[config.mk]
export PLATFORM = sky130hd
export DESIGN_NAME = seg_scan_ctrl_flat
export DESIGN_NICKNAME = d
export VERILOG_FILES = /design/src/rtl/seg_pkg.sv /design/src/rtl/seg_scan_ctrl_if.sv /design/src/rtl/seg_scan_ctrl_slot_timer.sv /design/src/rtl/seg_scan_ctrl.sv /design/src/flat_wrapper.sv
export SDC_FILE = /design/constraint.sdc
export NUM_CORES = 1
export LEC_CHECK = 0
export ABC_AREA = 1
export BUFFER_PORTS_ARGS = -buffer_cell sky130_fd_sc_hd__buf_2
export CAP_MARGIN = 20
export CORE_MARGIN = 4
export CORE_UTILIZATION = 62
export DETAILED_ROUTE_END_ITERATION = 12
export PLACE_DENSITY = 0.83
export SLEW_MARGIN = 20
export SYNTH_ARGS = -nofsm -noshare
export SYNTH_HDL_FRONTEND = slang
export SYNTH_HIERARCHICAL = 1
export SYNTH_SLANG_ARGS = --single-unit
[constraint.sdc]
create_clock -name clk -period 6.2 [get_ports clk]
set_clock_uncertainty 0.15 [all_clocks]
set_input_delay 0.31 -clock clk [delete_from_list [all_inputs] [get_ports clk]]
set_output_delay 0.31 -clock clk [all_outputs]
set_load 0.02 [all_outputs]
[src/rtl/seg_pkg.sv]
// rtl/seg_pkg.sv - shared types and constants for the seven-segment scan path
package seg_pkg;
    typedef enum logic [1:0] {IDLE, BLANK, SHOW} state_t;

    localparam int NUM_DIGITS = 4;
    localparam int SEL_W      = 2;
    localparam logic [NUM_DIGITS-1:0] AN_OFF = 4'hF;
endpackage

[src/rtl/seg_scan_ctrl_if.sv]
// rtl/seg_scan_ctrl_if.sv - control/status bundle between scan controller and its host
interface seg_scan_if;
    import seg_pkg::*;

    logic                  en;
    logic [NUM_DIGITS-1:0] digit_mask;
    logic [SEL_W-1:0]      S;
    logic [NUM_DIGITS-1:0] AN;
    logic                  blank;
    logic                  scan_tick;

    modport master (output en, digit_mask, input S, AN, blank, scan_tick);
    modport slave  (input en, digit_mask, output S, AN, blank, scan_tick);
endinterface

[src/rtl/seg_scan_ctrl_slot_timer.sv]
// rtl/seg_scan_ctrl_slot_timer.sv - per-slot cycle counter with blank-end and slot-end flags
module slot_timer #(
    parameter int SLOT_CYC  = 100000,
    parameter int BLANK_CYC = 1000,
    parameter int CNT_W     = 17
) (
    input  logic clk,
    input  logic rst,
    input  logic clr,
    output logic blank_last,
    output logic slot_last
);
    localparam logic [CNT_W-1:0] BLANK_END = CNT_W'((BLANK_CYC > 0) ? BLANK_CYC - 1 : 0);
    localparam logic [CNT_W-1:0] SLOT_END  = CNT_W'(SLOT_CYC - 1);

    logic [CNT_W-1:0] cnt;

    always_ff @(posedge clk or posedge rst) begin
        if (rst) begin
            cnt <= '0;
        end else if (clr) begin
            cnt <= '0;
        end else begin
            cnt <= cnt + 1'b1;
        end
    end

    // With no dead time the blank-end flag must never fire.
    assign blank_last = (BLANK_CYC > 0) && (cnt == BLANK_END);
    assign slot_last  = (cnt == SLOT_END);
endmodule

[src/rtl/seg_scan_ctrl.sv]
// rtl/seg_scan_ctrl.sv - digit scan FSM driving mux select and active-low anodes
module seg_scan_ctrl
    import seg_pkg::*;
#(
    parameter int SLOT_CYC  = 100000,
    parameter int BLANK_CYC = 1000,
    parameter int CNT_W     = 17
) (
    input  logic       clk,
    input  logic       rst,
    seg_scan_if.slave  bus
);
    state_t                state_q, state_d;
    logic [SEL_W-1:0]      sel_q, sel_d;
    logic [NUM_DIGITS-1:0] an_q, an_d;
    logic                  blank_q;
    logic                  tick_q, tick_d;
    logic                  clr;
    logic                  blank_last;
    logic                  slot_last;

    slot_timer #(
        .SLOT_CYC  (SLOT_CYC),
        .BLANK_CYC (BLANK_CYC),
        .CNT_W     (CNT_W)
    ) u_timer (
        .clk        (clk),
        .rst        (rst),
        .clr        (clr),
        .blank_last (blank_last),
        .slot_last  (slot_last)
    );

    always_comb begin
        state_d = state_q;
        sel_d   = sel_q;
        tick_d  = 1'b0;
        an_d    = AN_OFF;
        if (!bus.en) begin
            state_d = IDLE;
        end else begin
            case (state_q)
                IDLE:    state_d = (BLANK_CYC == 0) ? SHOW : BLANK;
                BLANK:   if (blank_last) state_d = SHOW;
                SHOW: begin
                    if (slot_last) begin
                        sel_d   = sel_q + 1'b1;
                        tick_d  = 1'b1;
                        state_d = (BLANK_CYC == 0) ? SHOW : BLANK;
                    end
                end
                default: state_d = IDLE;
            endcase
        end
        // Anodes follow the upcoming state so they switch on the same edge as S.
        if (state_d == SHOW && bus.digit_mask[sel_d]) begin
            an_d = ~(4'b0001 << sel_d);
        end
        clr = !bus.en || (state_q == IDLE) || (state_q == SHOW && slot_last);
    end

    always_ff @(posedge clk or posedge rst) begin
        if (rst) begin
            state_q <= IDLE;
            sel_q   <= '0;
            an_q    <= AN_OFF;
            blank_q <= 1'b1;
            tick_q  <= 1'b0;
        end else begin
            state_q <= state_d;
            sel_q   <= sel_d;
            an_q    <= an_d;
            blank_q <= (an_d == AN_OFF);
            tick_q  <= tick_d;
        end
    end

    assign bus.S         = sel_q;
    assign bus.AN        = an_q;
    assign bus.blank     = blank_q;
    assign bus.scan_tick = tick_q;
endmodule
[src/flat_wrapper.sv]
// flat-port wrapper written by rule: the top's interface ports become plain ports
module seg_scan_ctrl_flat import seg_pkg::*;
#(
    parameter int SLOT_CYC  = 100000,
    parameter int BLANK_CYC = 1000,
    parameter int CNT_W     = 17
)
  (clk, rst, bus_en, bus_digit_mask, bus_S, bus_AN, bus_blank, bus_scan_tick);
  seg_scan_if bus_i ();
  input  logic clk;
  input  logic rst;
  input wire logic [$bits(bus_i.en)-1:0] bus_en;
  input wire logic [$bits(bus_i.digit_mask)-1:0] bus_digit_mask;
  output wire logic [$bits(bus_i.S)-1:0] bus_S;
  output wire logic [$bits(bus_i.AN)-1:0] bus_AN;
  output wire logic [$bits(bus_i.blank)-1:0] bus_blank;
  output wire logic [$bits(bus_i.scan_tick)-1:0] bus_scan_tick;
  assign bus_i.en = bus_en;
  assign bus_i.digit_mask = bus_digit_mask;
  assign bus_S = bus_i.S;
  assign bus_AN = bus_i.AN;
  assign bus_blank = bus_i.blank;
  assign bus_scan_tick = bus_i.scan_tick;
  seg_scan_ctrl #(.SLOT_CYC(SLOT_CYC), .BLANK_CYC(BLANK_CYC), .CNT_W(CNT_W)) u_core (.clk(clk), .rst(rst), .bus(bus_i));
endmodule
Word level (Yosys, flattened, before mapping)
Cells that the tools add are included.
Word-level totals
  output and inout port bits: 8
  RAM bits: 0
  register bits: 27
  word-level logic and storage cells: 37
  memory bits (read-only): 0
  memories: 0
  bits in latches: 0
Operators by class
  reductions and logical operators: 6
  order comparisons: 1
  multipliers: 0
  mux-type cells: 14
  equal/unequal tests: 6
  bitwise operators: 1
  divide/modulo/power cells: 0
  shifts and indexed selects: 1
  $add $sub $neg: 2
Operators with widths (number)
  $add A17 B1 Y17 const B: 1
  $eq A17 B10 Y1 const B: 1
  $eq A17 B17 Y1 const B: 1
  $mux W17: 1
  $mux W2: 6
  $pmux W2 S3: 1
  $eq A2 B2 Y1 const B: 2
  $eq A4 B4 Y1 const B: 1
  $mux W1: 4
  $mux W4: 1
  $not A4 Y4: 1
  $shl A1 B2 Y4 const A: 1
  $lt A2 B3 Y1 const B: 1
  $add A2 B1 Y2 const B: 1
  $bmux W1 S2: 1
  $eq A2 B1 Y1 const B: 1
  $logic_and A1 B1 Y1: 2
  $logic_not A2 Y1: 1
  $logic_or A1 B1 Y1: 2
  $logic_not A1 Y1: 1

Depth between registers and ports, before layout
Gate-level depths: netlist (run 1).
  word-level depth: 9
  depth in mapped cells: 15
  depth with buffers taken out: 15

Hierarchy
Netlist (run 1), hierarchy kept.
By module, submodules not included
  slot_timer: cells each 148, area an instance 999.7 um^2, instances 1, sequential area each 425.4 um^2
  seg_scan_ctrl: cells each 58, area an instance 480.5 um^2, instances 1, sequential area each 256.5 um^2

Worst setup path after synthesis (run 1)
Ideal clock, no wire load.
  path type: flip-flop to flip-flop
  start: register u_core.u_timer.cnt[0]
  end: register u_core.u_timer.cnt[8]
  period minus slack after synthesis: 1.970 ns
  buffers on the path: 1
  stages on the path, launching flop included: 13
  arrival: 1.749 ns
  library setup time: 0.071 ns
  setup slack: 4.230 ns
  path through: dfrtp_1 ha_1 nand2_2 nor2_1 nand4_1 nor3_1 or2_2 nand2_1 nand2_1 inv_1 buf_4 o21ai_0 nor2_1
Between the ends
  word-level cells in the longest chain between the ends: 4
  elaborated cells on any way between the ends: 5
  those cells by class: add/sub (1); eq/ne (1); mux (1); reduce/logical (2)
RTL lines
  start, declared: RTL line seg_scan_ctrl_slot_timer.sv:16  | logic [CNT_W-1:0] cnt;
  start signal, assigned: RTL line seg_scan_ctrl_slot_timer.sv:24  | cnt <= cnt + 1'b1;
  $eq A17 B17 Y1: RTL line seg_scan_ctrl_slot_timer.sv:30  | assign slot_last = (cnt == SLOT_END);
  named net u_core.slot_last: RTL line seg_scan_ctrl.sv:20  | logic slot_last;
  $logic_and A1 B1 Y1: RTL line seg_scan_ctrl.sv:59  | clr = !bus.en || (state_q == IDLE) || (state_q == SHOW && slot_last);
  $logic_or A1 B1 Y1: RTL line seg_scan_ctrl.sv:59
  named net u_core.clr: RTL line seg_scan_ctrl.sv:18  | logic clr;
  $mux W17: RTL line seg_scan_ctrl_slot_timer.sv:21  | end else if (clr) begin
The timed path passes the listed nets, and every way through them passes these cells.

Worst setup path in the final report (run 1)
  start: register u_core.u_timer.cnt[0]
  end: register u_core.u_timer.cnt[3]
The elaborated chain is that of the path after synthesis.

==> results of run 1 <==
## layout by cell type (no fill, tap or decap)
cell type | synthesis | routed
dfrtp_1 | 22 | 22
ha_1 | 1 | 1
o21bai_1 | 1 | 1
dlygate4sd3_1 | 0 | 1
clkbuf_4 | 0 | 3
inv_1 | 31 | 31
o21a_1 | 1 | 1
a21oi_1 | 7 | 7
o21ai_1 | 2 | 2
nor2_4 | 2 | 2
nor4_1 | 1 | 1
nand3_1 | 13 | 13
o21bai_2 | 1 | 1
clkbuf_1 | 0 | 1
nor3_1 | 4 | 4
nor2_1 | 39 | 39
nand4_1 | 2 | 2
buf_2 | 0 | 14
nand3_2 | 1 | 1
o211ai_1 | 1 | 1
inv_2 | 3 | 3
or2_2 | 1 | 1
nand2_1 | 52 | 52
dfstp_2 | 5 | 5
nand2_2 | 7 | 7
nor2_2 | 3 | 3
o21ai_0 | 5 | 5
## cell type report
cell class / count / area, um^2
Fill cell: 193 / 619.3
Inverter: 34 / 127.6
Clock buffer: 4 / 26.28
Tap cell: 28 / 35.03
Sequential cell: 27 / 681.9
Multi-Input combinational cell: 144 / 663.1
Timing Repair Buffer: 15 / 80.08
## logic make-up after synthesis
group / after synthesis / share of synthesized area [%]
AND/OR/NAND/NOR: 125 / 36.94
buffers and inverters: 35 / 9.129
flip-flops: 27 / 46.07
AO/OA/AOI/OAI: 18 / 7.016
adder cells (fa/ha/maj): 1 / 0.8452
## power groups by stage
stage | logic (mW) | clock network [mW] | registers (mW)
finish | 0.0142 | 0.0735 | 0.178
global route | 0.0161 | 0.0852 | 0.179
CTS | 0.0144 | 0.0770 | 0.178
floorplan | 0.00981 | 0 | 0.181
global placement | 0.0133 | 0 | 0.181
detailed placement | 0.0139 | 0 | 0.181
## flip-flops by register name, indices dropped and copies added, names as in the netlist
name                  flops
u_core/bus.blank          1
u_core/state_q            2
u_core/bus.AN             4
u_core/bus.scan_tick      1
u_core/u_timer/cnt       17
u_core/bus.S              2
## cells in the mapped netlist (all sizes together)
cell type | number | area, um^2
nand4 | 2 | 12.51
dfstp | 5 | 131.4
o21bai | 2 | 18.77
a21oi | 7 | 35.03
o21ai | 7 | 35.03
buf | 1 | 7.510
dfrtp | 22 | 550.5
o21a | 1 | 7.510
ha | 1 | 12.51
nand2 | 59 | 239.0
inv | 34 | 127.6
nor2 | 44 | 187.7
nand3 | 14 | 75.07
nor3 | 4 | 20.02
o211ai | 1 | 7.510
nor4 | 1 | 6.260
or2 | 1 | 6.260
## stage by stage
stage / std cells / hold slack, ns / setup slack (ns)
after global routing: 252 / 0.07455 / 3.661
after floorplan: 206 / -0.003400 / 4.230
after CTS: 252 / 0.09268 / 3.868
after detailed placement: 247 / 0.1574 / 3.902
final: 252 / 0.1048 / 3.832
after global placement: 247 / 0.1446 / 3.998
## how the worst max path moves through the flow
stage,startpoint,endpoint,depth (start not counted)
2_1_floorplan,u_core/u_timer/cnt[0]$_DFF_PP0_,u_core/u_timer/cnt[8]$_DFF_PP0_,12
3_3_place_gp,u_core/u_timer/cnt[0]$_DFF_PP0_,u_core/u_timer/cnt[3]$_DFF_PP0_,11
3_5_place_dp,u_core/u_timer/cnt[0]$_DFF_PP0_,u_core/u_timer/cnt[5]$_DFF_PP0_,11
4_1_cts,u_core/u_timer/cnt[0]$_DFF_PP0_,u_core/u_timer/cnt[3]$_DFF_PP0_,11
5_1_grt,u_core/u_timer/cnt[0]$_DFF_PP0_,u_core/u_timer/cnt[8]$_DFF_PP0_,11
6_report,u_core/u_timer/cnt[0]$_DFF_PP0_,u_core/u_timer/cnt[3]$_DFF_PP0_,11
## worst reg2reg max path, delay by kind of cell (launching register included)
kind                       cells  cell delay, ns
AOI/OAI and AO/OA              2            0.30
adders and majority gates      1            0.24
and+or+nand+nor                7            0.85
buffers and inverters          1            0.34
DFF                            1            0.43
## routing by layer
metal,share of wire [%],routed length (um),vias to the layer above
met4,1.9,55,0
met3,4.2,123,8
met1,44,1289,612
li1,-,-,674
met5,0,0,-
met2,50,1471,33
## what timing repair did
action / 4_1_cts / 5_1_grt
hold endpoints to repair: 22 / 0
setup endpoints to repair: 0 / 0
hold buffers: 1 / 0
resized for setup: 0 / 0
==> results.ini, run 1 <==
[outcome]
status=finished clean

[timing]
hold_viol=0
slew_headroom_pct=55.08
period_minus_slack_ns=2.368
worst_slew_pin_slew_ns=0.6731
period_share_pct=38.19
rsz0062_at_grt=no
max_freq_mhz=422.4
tns_ns=0
final-setup-viol-count=0
slew_violations=0

[yosys]
synth_nets=214
syn_avg_cell_area_um2=7.185
ys_ff_latch=27
synthCells=206
yosys_warnings=6
ys_seq_area_share_pct=46.07
synth_cell_types=24
syn_area_um2=1480

[global_routing]
grt-ovfl-total=0
grtUsageTotal_pct=20.11
grt_max_degree=18
antenna_found_initial=0
grt_use_met3_pct=2.989
busiest_layer=met2
met2_usage_pct=37.62
grt_pass1_wl_um=5168
grt_pass1_vias=1253
grt_util_met1_pct=23.21

[final_layout]
final_nets=233
final_area_um2=1614
syn_to_final_growth_pct=9.045
num_antenna_cells=0
final_util_pct=72.27
drive_above_1_share_pct=17.86

[setup_path]
crit_path_max_incr_delay_ns=0.43
cpMaxStageDelayCell=dfrtp_1
cpMostUsedCell=nand2_1
end_kind=flip-flop
reg2reg_depth=11
critical_path.cell_chain=ha_1, nand2_2, nor2_1, nand4_1, nor3_1, or2_2, nand2_1, nand2_1, inv_1, o21ai_0, a21oi_1
path_class=reg -> reg
worst_ep_required_time_ns=6.31
cp_top_family=simple AND/OR/NAND/NOR gates
crit_buf_inv=1
cp_max_fo=14
critPathLaunchType=flip-flop
r2r_slack_ns=3.83
rr_endpoint=u_core/u_timer/cnt[3]$_DFF_PP0_
cp.arrival_ns=2.47
rr_startpoint=u_core/u_timer/cnt[0]$_DFF_PP0_

[worst_hold_path]
min_path_cells=3
hp-start=bus_en
hold-path-endpoint=u_core/state_q[0]$_DFF_PP0_
min_path_type=in -> reg

[routing]
routed_via_density=5.266
routed_wirelength_um=2939
drtPass1Iterations=4
vias=1327
wl_per_cell_um=11.66
antenna_left=0
dr.first_iter.drc_count=39
route.detailed.drc=0

[run]
cap_viol_max_count=0

[place]
io_buffers=14
dp_hpwl_um=2344
placed_cell_area_um2=1578
gp_congestion=0.9322

[floorplanning]
start_util_pct=66.27
die_h_um=56.86
io_pins=15
die-area_um2=3233
rows=17
design.core.area_um2=2233
dieWidth_um=56.86

[pwr]
combPwrFrac_pct=5.3
p_int_uw=206.9
peakVddDrop_mv=0.1511
total_power_uw=266.0
leakage_nw=0.7789
swShare_pct=22.21
power_per_cell_area_nw_per_um2=164.8
p_seq_share_pct=67.0
p_clk_share_pct=27.6
power.switching_uw=59.08

[cts]
htreeDepth=1
clock_latency_ns=0.32
cts_sinks=27
post_cts_buffers=0
root_buffer=clkbuf_4
cts_buffers=3
cts.path.max_buffers=2
path_clk_slew_ns=0.14
cts_tree=done

Power figures use the tool's default switching activity.
==> run 2, diff against run 1 <==
CORE_UTILIZATION = 57   (was 62)
PLACE_DENSITY = 0.77   (was 0.83)
clock period = 2.4 ns   (was 6.2 ns; I/O delays follow)
==> results.ini, run 2 (synthesis gave the netlist of run 1 again) <==
[global_routing]
grt_max_degree=18  ; unchanged
grt_pass1_wl_um=5451  ; +5.5%
grtUsageTotal_pct=20.22  ; +0.12 points
grt_pass1_vias=1301  ; +3.8%
grt-ovfl-total=0  ; unchanged
antenna_found_initial=0  ; unchanged

[floorplanning]
rows=18  ; +1
design.core.area_um2=2477  ; +11%
die_h_um=58.96  ; +3.7%
dieWidth_um=58.96  ; +3.7%
start_util_pct=59.75  ; -6.5 points
io_pins=15  ; unchanged
die-area_um2=3476  ; +7.5%

[pwr]
power_per_cell_area_nw_per_um2=422.2  ; +160%
p_int_uw=536.1  ; +160%
swShare_pct=23.81  ; +1.6 points
p_clk_share_pct=28.3  ; +0.7 points
power.switching_uw=167.5  ; +180%
peakVddDrop_mv=0.3350  ; +120%
combPwrFrac_pct=6.3  ; +1.0 points
leakage_nw=0.7880  ; +1.2%
p_seq_share_pct=65.4  ; -1.6 points

[final_layout]
drive_above_1_share_pct=20.61  ; +2.8 points
largest_reg_flops=17  ; unchanged
final_util_pct=67.27  ; -5.0 points
syn_to_final_growth_pct=12.60
layout_commonest_cell=nand2_1
regMostFlops=u_core/u_timer/cnt
mostFrequentLayoutCells=nand2_1, nor2_1, inv_1
num_antenna_cells=0  ; unchanged
fin_cells=258  ; +2.4%
final_nets=237  ; +1.7%

[timing]
slew_violations=0  ; unchanged
final-setup-viol-count=0  ; unchanged
max_freq_mhz=467.5  ; +11%
worst_slew_pin_slew_ns=0.6930  ; +0.01990 ns
hold_viol=0  ; unchanged
hold_slack_ns=0.02392  ; -0.08089 ns
period_minus_slack_ns=2.139  ; -0.2284 ns
period_share_pct=89.13  ; +51 points
rsz0062_at_grt=no
tns_ns=0  ; unchanged
fin_ws_ns=0.2608  ; -3.572 ns
slew_headroom_pct=53.75  ; -1.3 points

[routing]
wl_per_cell_um=12.44  ; +6.7%
dr.first_iter.drc_count=77  ; +97%
routed_wirelength_um=3210  ; +9.2%
vias=1329  ; +0.15%
routed_via_density=5.151  ; -2.2%
drtPass1Iterations=4  ; unchanged
antenna_left=0  ; unchanged
route.detailed.drc=0  ; unchanged

[cts]
cts_tree=done
cts_sinks=27  ; unchanged
cts.path.max_buffers=2  ; unchanged
root_buffer=clkbuf_4
clock_latency_ns=0.32  ; about the same
path_clk_slew_ns=0.15  ; about the same
htreeDepth=1  ; unchanged
cts_buffers=3  ; unchanged

[setup_path]
critPathLaunchType=flip-flop
end_kind=flip-flop
path_class=reg -> reg
cp.arrival_ns=2.22  ; -0.25 ns
cp_max_fo=7  ; -7
worst_ep_required_time_ns=2.48  ; -3.83 ns

[worst_hold_path]
min_path_type=in -> reg

[outcome]
status=finished clean

[place]
place_inst=249  ; +0.81%
io_buffers=14  ; unchanged
post-place-ws_ns=0.08017  ; -3.822 ns
gp_congestion=0.9238  ; -0.90%
dp_hpwl_um=2419  ; +3.2%

[run]
cap_viol_max_count=0  ; unchanged

-- run 2: repair_timing --
action / CTS / global route
setup endpoints to repair: 0 / 19
endpoints found under the hold margin: 32 / 0
gates resized for setup: 0 / 5
setup buffers: 0 / 1
hold buffers: 3 / 0
-- run 2: layout make-up --
class                      count  area, um^2
clock buffer                   3       22.52
clock inverter                 1       5.005
fill                         219       810.8
inverter                      34       131.4
multi-input combinational    144       673.1
sequential                    27       681.9
tap                           30       37.54
timing repair buffer          18       107.6
timing repair inverter         1       7.507
-- run 2: metal layers --
layer / up-vias / part of all wire, % / track usage (%)
met5: - / 0 / 0
met4: 0 / 1.8 / 8.738
met3: 8 / 4.3 / 1.974
met2: 45 / 49 / 34.07
met1: 595 / 44 / 26.33
li1: 681 / - / -
-- run 2: final timing paths --
path	start	endpoint	slack (ns)	depth (start not counted)
min in group asynchronous	rst	u_core/bus.S[1]$_DFF_PP0_	0.15	3
max in group asynchronous	rst	u_core/u_timer/cnt[2]$_DFF_PP0_	1.38	3
setup reg to reg	u_core/u_timer/cnt[0]$_DFF_PP0_	u_core/u_timer/cnt[6]$_DFF_PP0_	0.26	11
setup / recovery	u_core/u_timer/cnt[0]$_DFF_PP0_	u_core/u_timer/cnt[6]$_DFF_PP0_	0.26	11
hold reg to reg	u_core/u_timer/cnt[0]$_DFF_PP0_	u_core/u_timer/cnt[0]$_DFF_PP0_	0.32	1
hold / removal	bus_digit_mask[0]	u_core/bus.blank$_DFF_PP1_	0.02	6
-- run 2: power groups by stage --
| stage | sequential, mW | clock (mW) | combinational (mW) |
|---|---|---|---|
| global placement | 0.468 | 0 | 0.0347 |
| detailed placement | 0.469 | 0 | 0.0363 |
| global route | 0.461 | 0.220 | 0.0501 |
| CTS | 0.461 | 0.202 | 0.0400 |
| floorplan | 0.468 | 0 | 0.0253 |
| finish | 0.460 | 0.199 | 0.0440 |
-- run 2: critical path, stage by stage, from the launching register on --
cell and delay (ns):
dfrtp_1 0.40, ha_1 0.21, nand2_2 0.12, nor2_2 0.13
nand4_1 0.10, nor3_2 0.16, or2_2 0.15, nand2_1 0.07
nand2_2 0.17, clkinvlp_4 0.20, o21ai_0 0.13, nor2_1 0.06
-- run 2: through the flow --
step / power, mW / cell area, um^2
2_1_floorplan: 0.4935 / 1480
3_3_place_gp: 0.5030 / 1580
3_5_place_dp: 0.5051 / 1580
4_1_cts: 0.7026 / 1638
5_1_grt: 0.7313 / 1667
6_report: 0.7036 / 1667
